`config.mk`:
```
export PLATFORM = sky130hd
export DESIGN_NAME = mmu_loader_flat
export DESIGN_NICKNAME = d
export VERILOG_FILES = /design/src/rtl/tpu_pkg.sv /design/src/rtl/mmu_loader_if.sv /design/src/rtl/mmu_loader.sv /design/src/flat_wrapper.sv
export SDC_FILE = /design/constraint.sdc
export NUM_CORES = 1
export LEC_CHECK = 0
export BUFFER_PORTS_ARGS = -buffer_cell sky130_fd_sc_hd__buf_2
export CAP_MARGIN = 20
export CORE_UTILIZATION = 45
export CTS_BUF_LIST = sky130_fd_sc_hd__clkbuf_8
export DETAILED_ROUTE_END_ITERATION = 8
export GPL_ROUTABILITY_DRIVEN = 1
export PLACE_DENSITY_LB_ADDON = 0.3
export SETUP_SLACK_MARGIN = 0.5
export SKIP_LAST_GASP = 1
export SYNTH_ARGS = -nofsm -noshare
export SYNTH_HDL_FRONTEND = slang
export SYNTH_SLANG_ARGS = --single-unit
```
`constraint.sdc`:
```
create_clock -name clk -period 2.04 [get_ports clk]
set_clock_uncertainty 0.1 [all_clocks]
set_input_delay 0 -clock clk [delete_from_list [all_inputs] [get_ports clk]]
set_output_delay 0 -clock clk [all_outputs]
set_load 0.01 [all_outputs]
```
`src/rtl/tpu_pkg.sv`:
```
// Shared constants and types for the MMU loader/feeder pair.
package tpu_pkg;

  typedef enum logic [1:0] {
    IDLE,
    LOAD,
    COMPUTE
  } loader_state_t;

  typedef enum logic {
    FRAME_FULL,
    FRAME_INPUT
  } frame_mode_t;

  localparam int N_ELEM            = 4;
  localparam int FULL_FRAME_BYTES  = 8;
  localparam int INPUT_FRAME_BYTES = 4;
  localparam int LAST_CC           = 5;

endpackage

```
`src/rtl/mmu_loader_if.sv`:
```
// Host byte-stream bundle feeding the MMU loader.
interface mmu_loader_if #(
  parameter int DATA_W = 8
);
  logic              in_valid;
  logic [DATA_W-1:0] in_data;
  logic              in_ready;
  logic              reuse_weights;
  logic              abort;

  modport master (
    output in_valid, in_data, reuse_weights, abort,
    input  in_ready
  );

  modport slave (
    input  in_valid, in_data, reuse_weights, abort,
    output in_ready
  );
endinterface

```
`src/rtl/mmu_loader.sv`:
```
// Captures a 2x2 weight and 2x2 input matrix from a host byte stream, then
// drives the feeder through one compute pass while holding the operands.
module mmu_loader #(
  parameter int DATA_W  = 8,
  parameter int LAST_CC = tpu_pkg::LAST_CC,
  parameter int CC_W    = 3
) (
  input  logic              clk,
  input  logic              rst,
  mmu_loader_if.slave       host,
  output logic [DATA_W-1:0] weights [0:3],
  output logic [DATA_W-1:0] inputs  [0:3],
  output logic              en,
  output logic [CC_W-1:0]   compute_cycles,
  output logic              weights_valid,
  output logic              busy
);
  import tpu_pkg::*;

  localparam int CNT_W = $clog2(FULL_FRAME_BYTES);

  loader_state_t    state;
  frame_mode_t      mode;
  logic [CNT_W-1:0] count;
  logic             accept;
  logic             input_only;
  logic             last_byte;
  logic [1:0]       idx;

  assign host.in_ready = (state != COMPUTE) && !rst;
  assign accept        = host.in_valid && host.in_ready;
  assign input_only    = host.reuse_weights && weights_valid;
  assign idx           = count[1:0];
  assign last_byte     = (mode == FRAME_INPUT) ? (count == CNT_W'(INPUT_FRAME_BYTES - 1))
                                               : (count == CNT_W'(FULL_FRAME_BYTES - 1));

  always_ff @(posedge clk) begin
    if (rst) begin
      state          <= IDLE;
      mode           <= FRAME_FULL;
      count          <= '0;
      weights_valid  <= 1'b0;
      en             <= 1'b0;
      compute_cycles <= '0;
      busy           <= 1'b0;
      for (int unsigned i = 0; i < N_ELEM; i++) begin
        weights[i] <= '0;
        inputs[i]  <= '0;
      end
    end else begin
      case (state)
        IDLE: begin
          // abort in IDLE swallows a coincident byte
          if (accept && !host.abort) begin
            count <= CNT_W'(1);
            state <= LOAD;
            busy  <= 1'b1;
            if (input_only) begin
              mode      <= FRAME_INPUT;
              inputs[0] <= host.in_data;
            end else begin
              mode          <= FRAME_FULL;
              weights[0]    <= host.in_data;
              weights_valid <= 1'b0;
            end
          end
        end

        LOAD: begin
          if (host.abort) begin
            state <= IDLE;
            busy  <= 1'b0;
            count <= '0;
            if (mode == FRAME_FULL && count < CNT_W'(N_ELEM))
              weights_valid <= 1'b0;
          end else if (accept) begin
            if (mode == FRAME_INPUT) begin
              inputs[idx] <= host.in_data;
            end else if (count < CNT_W'(N_ELEM)) begin
              weights[idx] <= host.in_data;
              if (count == CNT_W'(N_ELEM - 1))
                weights_valid <= 1'b1;
            end else begin
              inputs[idx] <= host.in_data;
            end

            if (last_byte) begin
              count          <= '0;
              state          <= COMPUTE;
              en             <= 1'b1;
              compute_cycles <= '0;
            end else begin
              count <= count + CNT_W'(1);
            end
          end
        end

        COMPUTE: begin
          if (host.abort || compute_cycles == CC_W'(LAST_CC)) begin
            state          <= IDLE;
            busy           <= 1'b0;
            en             <= 1'b0;
            compute_cycles <= '0;
          end else begin
            compute_cycles <= compute_cycles + CC_W'(1);
          end
        end

        default: begin
          state <= IDLE;
          busy  <= 1'b0;
          en    <= 1'b0;
        end
      endcase
    end
  end

endmodule

```
`src/flat_wrapper.sv`:
```
// flat-port wrapper written by rule: the top's interface ports become plain ports
module mmu_loader_flat import tpu_pkg::*;
#(
  parameter int DATA_W  = 8,
  parameter int LAST_CC = tpu_pkg::LAST_CC,
  parameter int CC_W    = 3
)
  (clk, rst, weights, inputs, en, compute_cycles, weights_valid, busy, host_in_valid, host_in_data, host_reuse_weights, host_abort, host_in_ready);
  mmu_loader_if #(.DATA_W(DATA_W)) host_i ();
  input  logic clk;
  input  logic rst;
  output logic [DATA_W-1:0] weights[0:3];
  output logic [DATA_W-1:0] inputs[0:3];
  output logic en;
  output logic [CC_W-1:0] compute_cycles;
  output logic weights_valid;
  output logic busy;
  input wire logic [$bits(host_i.in_valid)-1:0] host_in_valid;
  input wire logic [$bits(host_i.in_data)-1:0] host_in_data;
  input wire logic [$bits(host_i.reuse_weights)-1:0] host_reuse_weights;
  input wire logic [$bits(host_i.abort)-1:0] host_abort;
  output wire logic [$bits(host_i.in_ready)-1:0] host_in_ready;
  assign host_i.in_valid = host_in_valid;
  assign host_i.in_data = host_in_data;
  assign host_i.reuse_weights = host_reuse_weights;
  assign host_i.abort = host_abort;
  assign host_in_ready = host_i.in_ready;
  mmu_loader #(.DATA_W(DATA_W), .LAST_CC(LAST_CC), .CC_W(CC_W)) u_core (.clk(clk), .rst(rst), .host(host_i), .weights(weights), .inputs(inputs), .en(en), .compute_cycles(compute_cycles), .weights_valid(weights_valid), .busy(busy));
endmodule
```
Yosys cells after proc, flatten, opt, wreduce, memory -nomap -nowiden
Cells that the tools add are included.
{ "op_classes": {"n_lt_le_gt_ge": 3, "reduce_logical": 23, "n_bitwise": 4, "eq_ne": 24, "addsub": 2, "n_mux": 53} }
{ "op_table": {"columns": ["cell", "n"], "rows": [
  ["$mux 32", 8],
  ["$bwmux 32", 2],
  ["$mux 8", 5],
  ["$pmux 8 s2", 2],
  ["$mux 3", 8],
  ["$ne 3x2->1 const B", 6],
  ["$demux 8 s2", 1],
  ["$mux 1", 16],
  ["$ne 2x1->1 const B", 7],
  ["$pmux 3 s2", 2],
  ["$reduce_and 4->1", 3],
  ["$mux 2", 5],
  ["$ne 2x2->1 const B", 5],
  ["$reduce_and 5->1", 2],
  ["$reduce_and 8->1", 1],
  ["$reduce_and 7->1", 1],
  ["$add 3x1->3 const B", 2],
  ["$eq 3x3->1 const B", 2],
  ["$logic_and 1x1->1", 6],
  ["$pmux 1 s3", 2],
  ["$pmux 2 s3", 1],
  ["$reduce_and 3->1", 2],
  ["$reduce_and 6->1", 1],
  ["$reduce_bool 2->1", 2],
  ["14 further kinds", 17]
]} }
{ "word_totals": {"reg_bits": 76, "elab_cells": 124, "output_inout_bits": 71, "input_bits": 13} }

Depth between registers and ports, before layout
{ "logic_depth": {"word_depth": 11, "depth_mapped": 7, "mapped_depth_nobuf": 6} }

Worst setup path before layout
Ideal clock, no wire load.
{ "synth_path": {"path_type": "reg2reg", "from": "reg u_core.state[1]", "to": "reg u_core.inputs[27] (netlist bit)", "required_time_ns": 1.819, "arrival_ns": 1.471, "path_slack_ns": 0.348, "path_buffers": 0, "synth_period_minus_slack_ns": 1.692, "path_stages_with_launch": 4, "setup_time_ns": 0.121, "cell_sequence": "dfxtp_1 > or4b_4 > a21oi_4 > mux2_2"} }
{ "synth_between": {"elab_chain_len": 6, "word_cells_on_any_way": 14, "cone_classes": "7 x eq/ne; 1 x mux; 6 x reduce/logical"} }
{ "synth_lines": {"columns": ["item", "line", "source"], "rows": [
  ["from (decl)", "mmu_loader.sv:22", "loader_state_t state;"],
  ["from (signal assigned)", "mmu_loader.sv:39", "state <= IDLE;"],
  ["from (signal assigned)", "mmu_loader.sv:56", "state <= LOAD;"],
  ["from (signal assigned)", "mmu_loader.sv:71", "state <= IDLE;"],
  ["$ne 2x2->1", "mmu_loader.sv:30", "assign host.in_ready = (state != COMPUTE) && !rst;"],
  ["$logic_and 1x1->1", "mmu_loader.sv:30", null],
  ["$logic_and 1x1->1", "mmu_loader.sv:31", "assign accept = host.in_valid && host.in_ready;"],
  ["$logic_and 1x1->1", "mmu_loader.sv:54", "if (accept && !host.abort) begin"],
  ["$ne 2x1->1 (no source line)", null, null],
  ["$reduce_and 6->1 (no source line)", null, null],
  ["to (signal, indexed assignment)", "mmu_loader.sv:78", "inputs[idx] <= host.in_data;"],
  ["to (signal, indexed assignment)", "mmu_loader.sv:84", "inputs[idx] <= host.in_data;"],
  ["to (decl)", "mmu_loader.sv:12", "output logic [DATA_W-1:0] inputs [0:3],"]
]} }
Several ways; a longest one is shown, not always the timed one.
A chain may end at the register's enable or synchronous reset.

Final worst setup path
{ "layout_path": {"from": "reg u_core.state[1]", "to": "reg u_core.inputs[25] (netlist bit)"} }
Same word-level chain as after synthesis.

==> metrics.md <==
| Metric | Value |
|---|---|
| Startpoint types | `register` |
| Synthesized area per cell | `~10 µm²` |
| Final Cycle Share | `0.847` |
| Post-Synthesis Cell Area | `3200 µm²` |
| Max Fclk | `between 500 and 600 MHz` |
| Total die area | `about 7400 µm²` |
| Leak pwr | `2.12 nW` |
| Worst setup slack before clock tree synthesis | `~0.17 ns` |
| Slew @ Worst Pin | `about 0.63 ns` |
| Clk_lat worst skew | `roughly 0.35 ns` |
| Number of nets produced by synthesis | `334` |
| Switching power as a share of total power | `0.241` |
| FF-to-FF setup slack | `roughly 0.31 ns` |
| Initial antenna violation count | `0` |
| Die width | `about 86 µm` |
| Setup TNS | `0 ns` |
| TritonCTS Sinks | `76` |
| Sum of net half-perimeters after detailed placement | `4990 µm` |
| Number of standard cells after synthesis | `roughly 310` |
| Arrival time reported for the critical path endpoint | `1.86 ns` |
| Net total in the final layout | `between 400 and 500` |
| Outcome | `finished with violations` |
| Worst supply voltage drop on vdd | `583 µV` |
| Violated checks | `hold timing` |
| Initial drt markers | `approximately 150` |
| Diode count | `0` |
| Setup Crit Path Kind | `register to register` |
| Antenna-violating nets left | `0` |
| Type of the most critical hold path | `primary input to register` |
| Comb pwr share | `0.070` |
| Net switching power figure | `between 0.7 and 0.8 mW` |
| Max Cap Violations | `0` |
| Area overhead of the layout relative to synthesis | `41.5%` |
| Clock transition at the register clock pins on the worst setup and hold paths after CTS | `roughly 0.08 ns` |
| Number of setup violations in the final report | `0` |
| Unrepaired setup endpoints after global routing | `yes` |
| Number of H-tree branching levels | `3` |
| CP max FO | `8` |
| I/O pin count | `84` |
| FP Rows | `30` |
| Source of the worst register-to-register timing path | `u_core.state[1]$_SDFFE_PP0P_` |
| Overflow left after global routing | `0` |
| Starting utilization of the core area | `0.468` |
| Total power per unit cell area | `661 nW/µm²` |
| Combined global-route utilization of all metal layers | `0.221` |
| Num CTS Buffers | `9` |
| Clock network fraction of design power | `0.428` |
| Warning count from the yosys run | `0` |
| Maximum number of pins on one net before global-route repair | `46` |
| Worst Setup End Kind | `register` |
| Die height | `86.3 µm` |
| Count of port buffers added during placement | `83` |
| # DRC | `0` |
| Fin. max-slew vios | `0` |
| Placeable Area | `around 7000 µm²` |
| Endpoint of the worst register-to-register path | `u_core.inputs[25]$_SDFFE_PP0P_` |
| Vias | `2732` |
| Wire length of the first global-routing pass | `between 10000 and 15000 µm` |
| Placed inst area | `between 3000 and 4000 µm²` |
| Count of distinct cell types in the synthesized netlist | `39` |
| Most used flip-flop cell after synthesis | `sky130_fd_sc_hd__dfxtp_1` |
| Number of enable-type register cells in the synthesized netlist | `0` |
| Remaining max-slew budget at the tightest pin | `0.580` |
| WHS | `-0.0914 ns` |
| Sequential Power Share | `0.502` |
| Final routed wire length divided by cell count | `16.2 µm` |
| Number of buffers inserted for hold repair after clock tree synthesis | `10` |
| Number of cells on the worst reg-to-reg path | `4` |
| Synthesis-stage register bit count | `76` |
| Final weighted congestion in routability-driven placement | `~0.84` |
| Least setup slack across all paths after layout | `roughly 0.31 ns` |
| Final hold violations | `1` |
| Proportion of register bits with asynchronous set or reset after synthesis | `0` |
| Pint | `roughly 2.3 mW` |
| Worst path required time | `2.18 ns` |
| Part of the Yosys area used for sequential elements | `0.476` |
| Launching element of the worst setup path | `u_core.state[1]$_SDFFE_PP0P_` |
| Post-route core utilization | `0.662` |
| Wire length after detailed routing | `roughly 8600 µm` |
| Fraction of layout cells with a size suffix above 1 | `0.432` |
| Detailed-route vias per instance | `a little over 5` |
| Maximum clock insertion buffer count | `2` |
| Worst setup path endpoint | `u_core.inputs[25]$_SDFFE_PP0P_` |
| Clock tree from TritonCTS | `done` |
| Initial DRT Pass Iterations | `5` |
| Clk Tree Root Cell | `sky130_fd_sc_hd__clkbuf_8` |
| Layout Cell Area excl Fill | `between 4000 and 5000 µm²` |
| Post-layout min period | `1.73 ns` |
| Via count of the first global-routing pass | `about 2400` |
-- kinds of logic after synthesis --
group | synth area share
mux | 0.188
simple gates | 0.195
compound gates | 0.0666
buf+inv | 0.0431
flops | 0.476
fa+ha+maj | 0.0313
-- cells in the mapped netlist (2+ instances only) --
| library cell | number | share of area |
|---|---|---|
| sky130_fd_sc_hd__dfxtp_1 | 76 | 0.48 |
| sky130_fd_sc_hd__nor2_1 | 57 | 0.067 |
| sky130_fd_sc_hd__mux2i_1 | 50 | 0.16 |
| sky130_fd_sc_hd__nand2_1 | 13 | 0.015 |
| sky130_fd_sc_hd__nor2b_1 | 11 | 0.022 |
| sky130_fd_sc_hd__clkbuf_1 | 9 | 0.011 |
| sky130_fd_sc_hd__ha_1 | 8 | 0.031 |
| sky130_fd_sc_hd__nand2b_1 | 8 | 0.016 |
| sky130_fd_sc_hd__o21ai_1 | 8 | 0.013 |
| sky130_fd_sc_hd__inv_1 | 7 | 0.0082 |
| sky130_fd_sc_hd__mux2_2 | 6 | 0.021 |
| sky130_fd_sc_hd__a22oi_1 | 5 | 0.012 |
| sky130_fd_sc_hd__buf_6 | 5 | 0.018 |
| sky130_fd_sc_hd__a21oi_1 | 4 | 0.0063 |
| sky130_fd_sc_hd__nor3_1 | 4 | 0.0063 |
| sky130_fd_sc_hd__a211oi_1 | 3 | 0.0070 |
| sky130_fd_sc_hd__a31oi_1 | 3 | 0.0059 |
| sky130_fd_sc_hd__mux2_1 | 3 | 0.011 |
| sky130_fd_sc_hd__nand4_2 | 3 | 0.012 |
| sky130_fd_sc_hd__nor3b_1 | 3 | 0.0070 |
| sky130_fd_sc_hd__nor4b_4 | 3 | 0.022 |
| sky130_fd_sc_hd__o21ai_0 | 3 | 0.0047 |
| sky130_fd_sc_hd__and2_1 | 2 | 0.0039 |
| sky130_fd_sc_hd__buf_2 | 2 | 0.0031 |
| sky130_fd_sc_hd__inv_2 | 2 | 0.0024 |
| sky130_fd_sc_hd__o21a_1 | 2 | 0.0047 |
-- registers in the layout, indices dropped and copies added, names as in the netlist --
name                   flops
u_core.weights_valid       1
u_core.mode                1
u_core.inputs             32
u_core.compute_cycles      3
u_core.weights            32
u_core.count               3
u_core.busy                1
u_core.state               2
u_core.en                  1
-- worst min path at each step --
| stage | cells past startpoint | to | slack, ns | start |
|---|---|---|---|---|
| floorplan | 2 | u_core.weights[24]$_SDFFE_PP0P_ | 0.01 | host_in_data[0] |
| global placement | 3 | u_core.mode$_SDFFE_PP0P_ | 0.22 | host_reuse_weights |
| detailed placement | 3 | u_core.mode$_SDFFE_PP0P_ | 0.21 | host_reuse_weights |
| CTS | 3 | u_core.state[0]$_SDFFE_PP0P_ | -0.1 | host_in_valid |
| global route | 3 | u_core.state[0]$_SDFFE_PP0P_ | -0.07 | host_in_valid |
| finish | 3 | u_core.state[0]$_SDFFE_PP0P_ | -0.09 | host_in_valid |
-- worst max-delay path, cell delays in order (launching register included) --
cell	delay, ns
sky130_fd_sc_hd__dfxtp_4	0.37
sky130_fd_sc_hd__or4b_4	0.53
sky130_fd_sc_hd__a21oi_4	0.16
sky130_fd_sc_hd__buf_12	0.14
sky130_fd_sc_hd__mux2_1	0.32
-- final cells by class --
| class | count | area, µm² |
|---|---|---|
| clock buffers | 9 | 124 |
| multi-input cells | 211 | 1800 |
| clock inverters | 7 | 98.8 |
| inverters | 9 | 36.3 |
| flip-flops and latches | 76 | 1540 |
| repair buffers | 121 | 802 |
| fillers | 546 | 2310 |
| well taps | 96 | 120 |
-- what timing repair did --
item | 4_1_cts | 5_1_grt
endpoints found under the hold margin | 70 | 1
gates cloned | 0 | 1
setup buffers | 10 | 10
gates resized for setup | 38 | 33
pin swaps | 11 | 12
setup endpoints to repair | 73 | 75
-- placed cells by master, fill, tap and decap left out, drive strengths merged --
cell type | Yosys | final
a22oi | 5 | 5
nand3b | 1 | 1
bufinv | 0 | 2
or4b | 1 | 1
a2bb2oi | 1 | 1
nor4b | 4 | 4
a2111oi | 1 | 1
nand4 | 4 | 4
dfxtp | 76 | 76
o211a | 1 | 1
a21oi | 5 | 5
buf | 8 | 110
nand2 | 13 | 13
nor4 | 1 | 1
dlygate4sd3 | 0 | 10
nor2 | 58 | 58
clkbuf | 9 | 10
clkinvlp | 0 | 1
nor3 | 4 | 4
nor2b | 11 | 11
or3b | 1 | 1
nor3b | 4 | 4
and2 | 2 | 2
nand2b | 8 | 8
mux2 | 9 | 9
o21ai | 11 | 11
a31oi | 3 | 3
o21a | 2 | 2
inv | 9 | 10
clkinv | 0 | 3
a211oi | 3 | 3
ha | 8 | 8
mux2i | 50 | 50
-- power groups by stage --
stage          Sequential (mW)  Clock, mW  Combinational [mW]
3_5_place_dp              1.54          0               0.147
6_report                  1.50       1.28               0.210
3_3_place_gp              1.54          0               0.144
5_1_grt                   1.50       1.36               0.224
2_1_floorplan             1.54          0              0.0784
4_1_cts                   1.50       1.29               0.178
-- through the flow --
step / hold WS [ns] / std cells / total power [mW]
after floorplan: 0.0146 / 313 / 1.62
after global placement: 0.218 / 482 / 1.68
after detailed placement: 0.207 / 482 / 1.68
after CTS: -0.0967 / 518 / 2.97
after global routing: -0.0717 / 529 / 3.09
final: -0.0914 / 529 / 2.99
-- per-layer routing --
layer	track usage	share of wire	wire length, µm
met2	0.359	0.49	4220
met4	0.0970	0.025	212
met3	0.0590	0.061	522
met1	0.275	0.42	3630
met5	0	0	0
No activity file was read; power rests on OpenSTA's default activity.
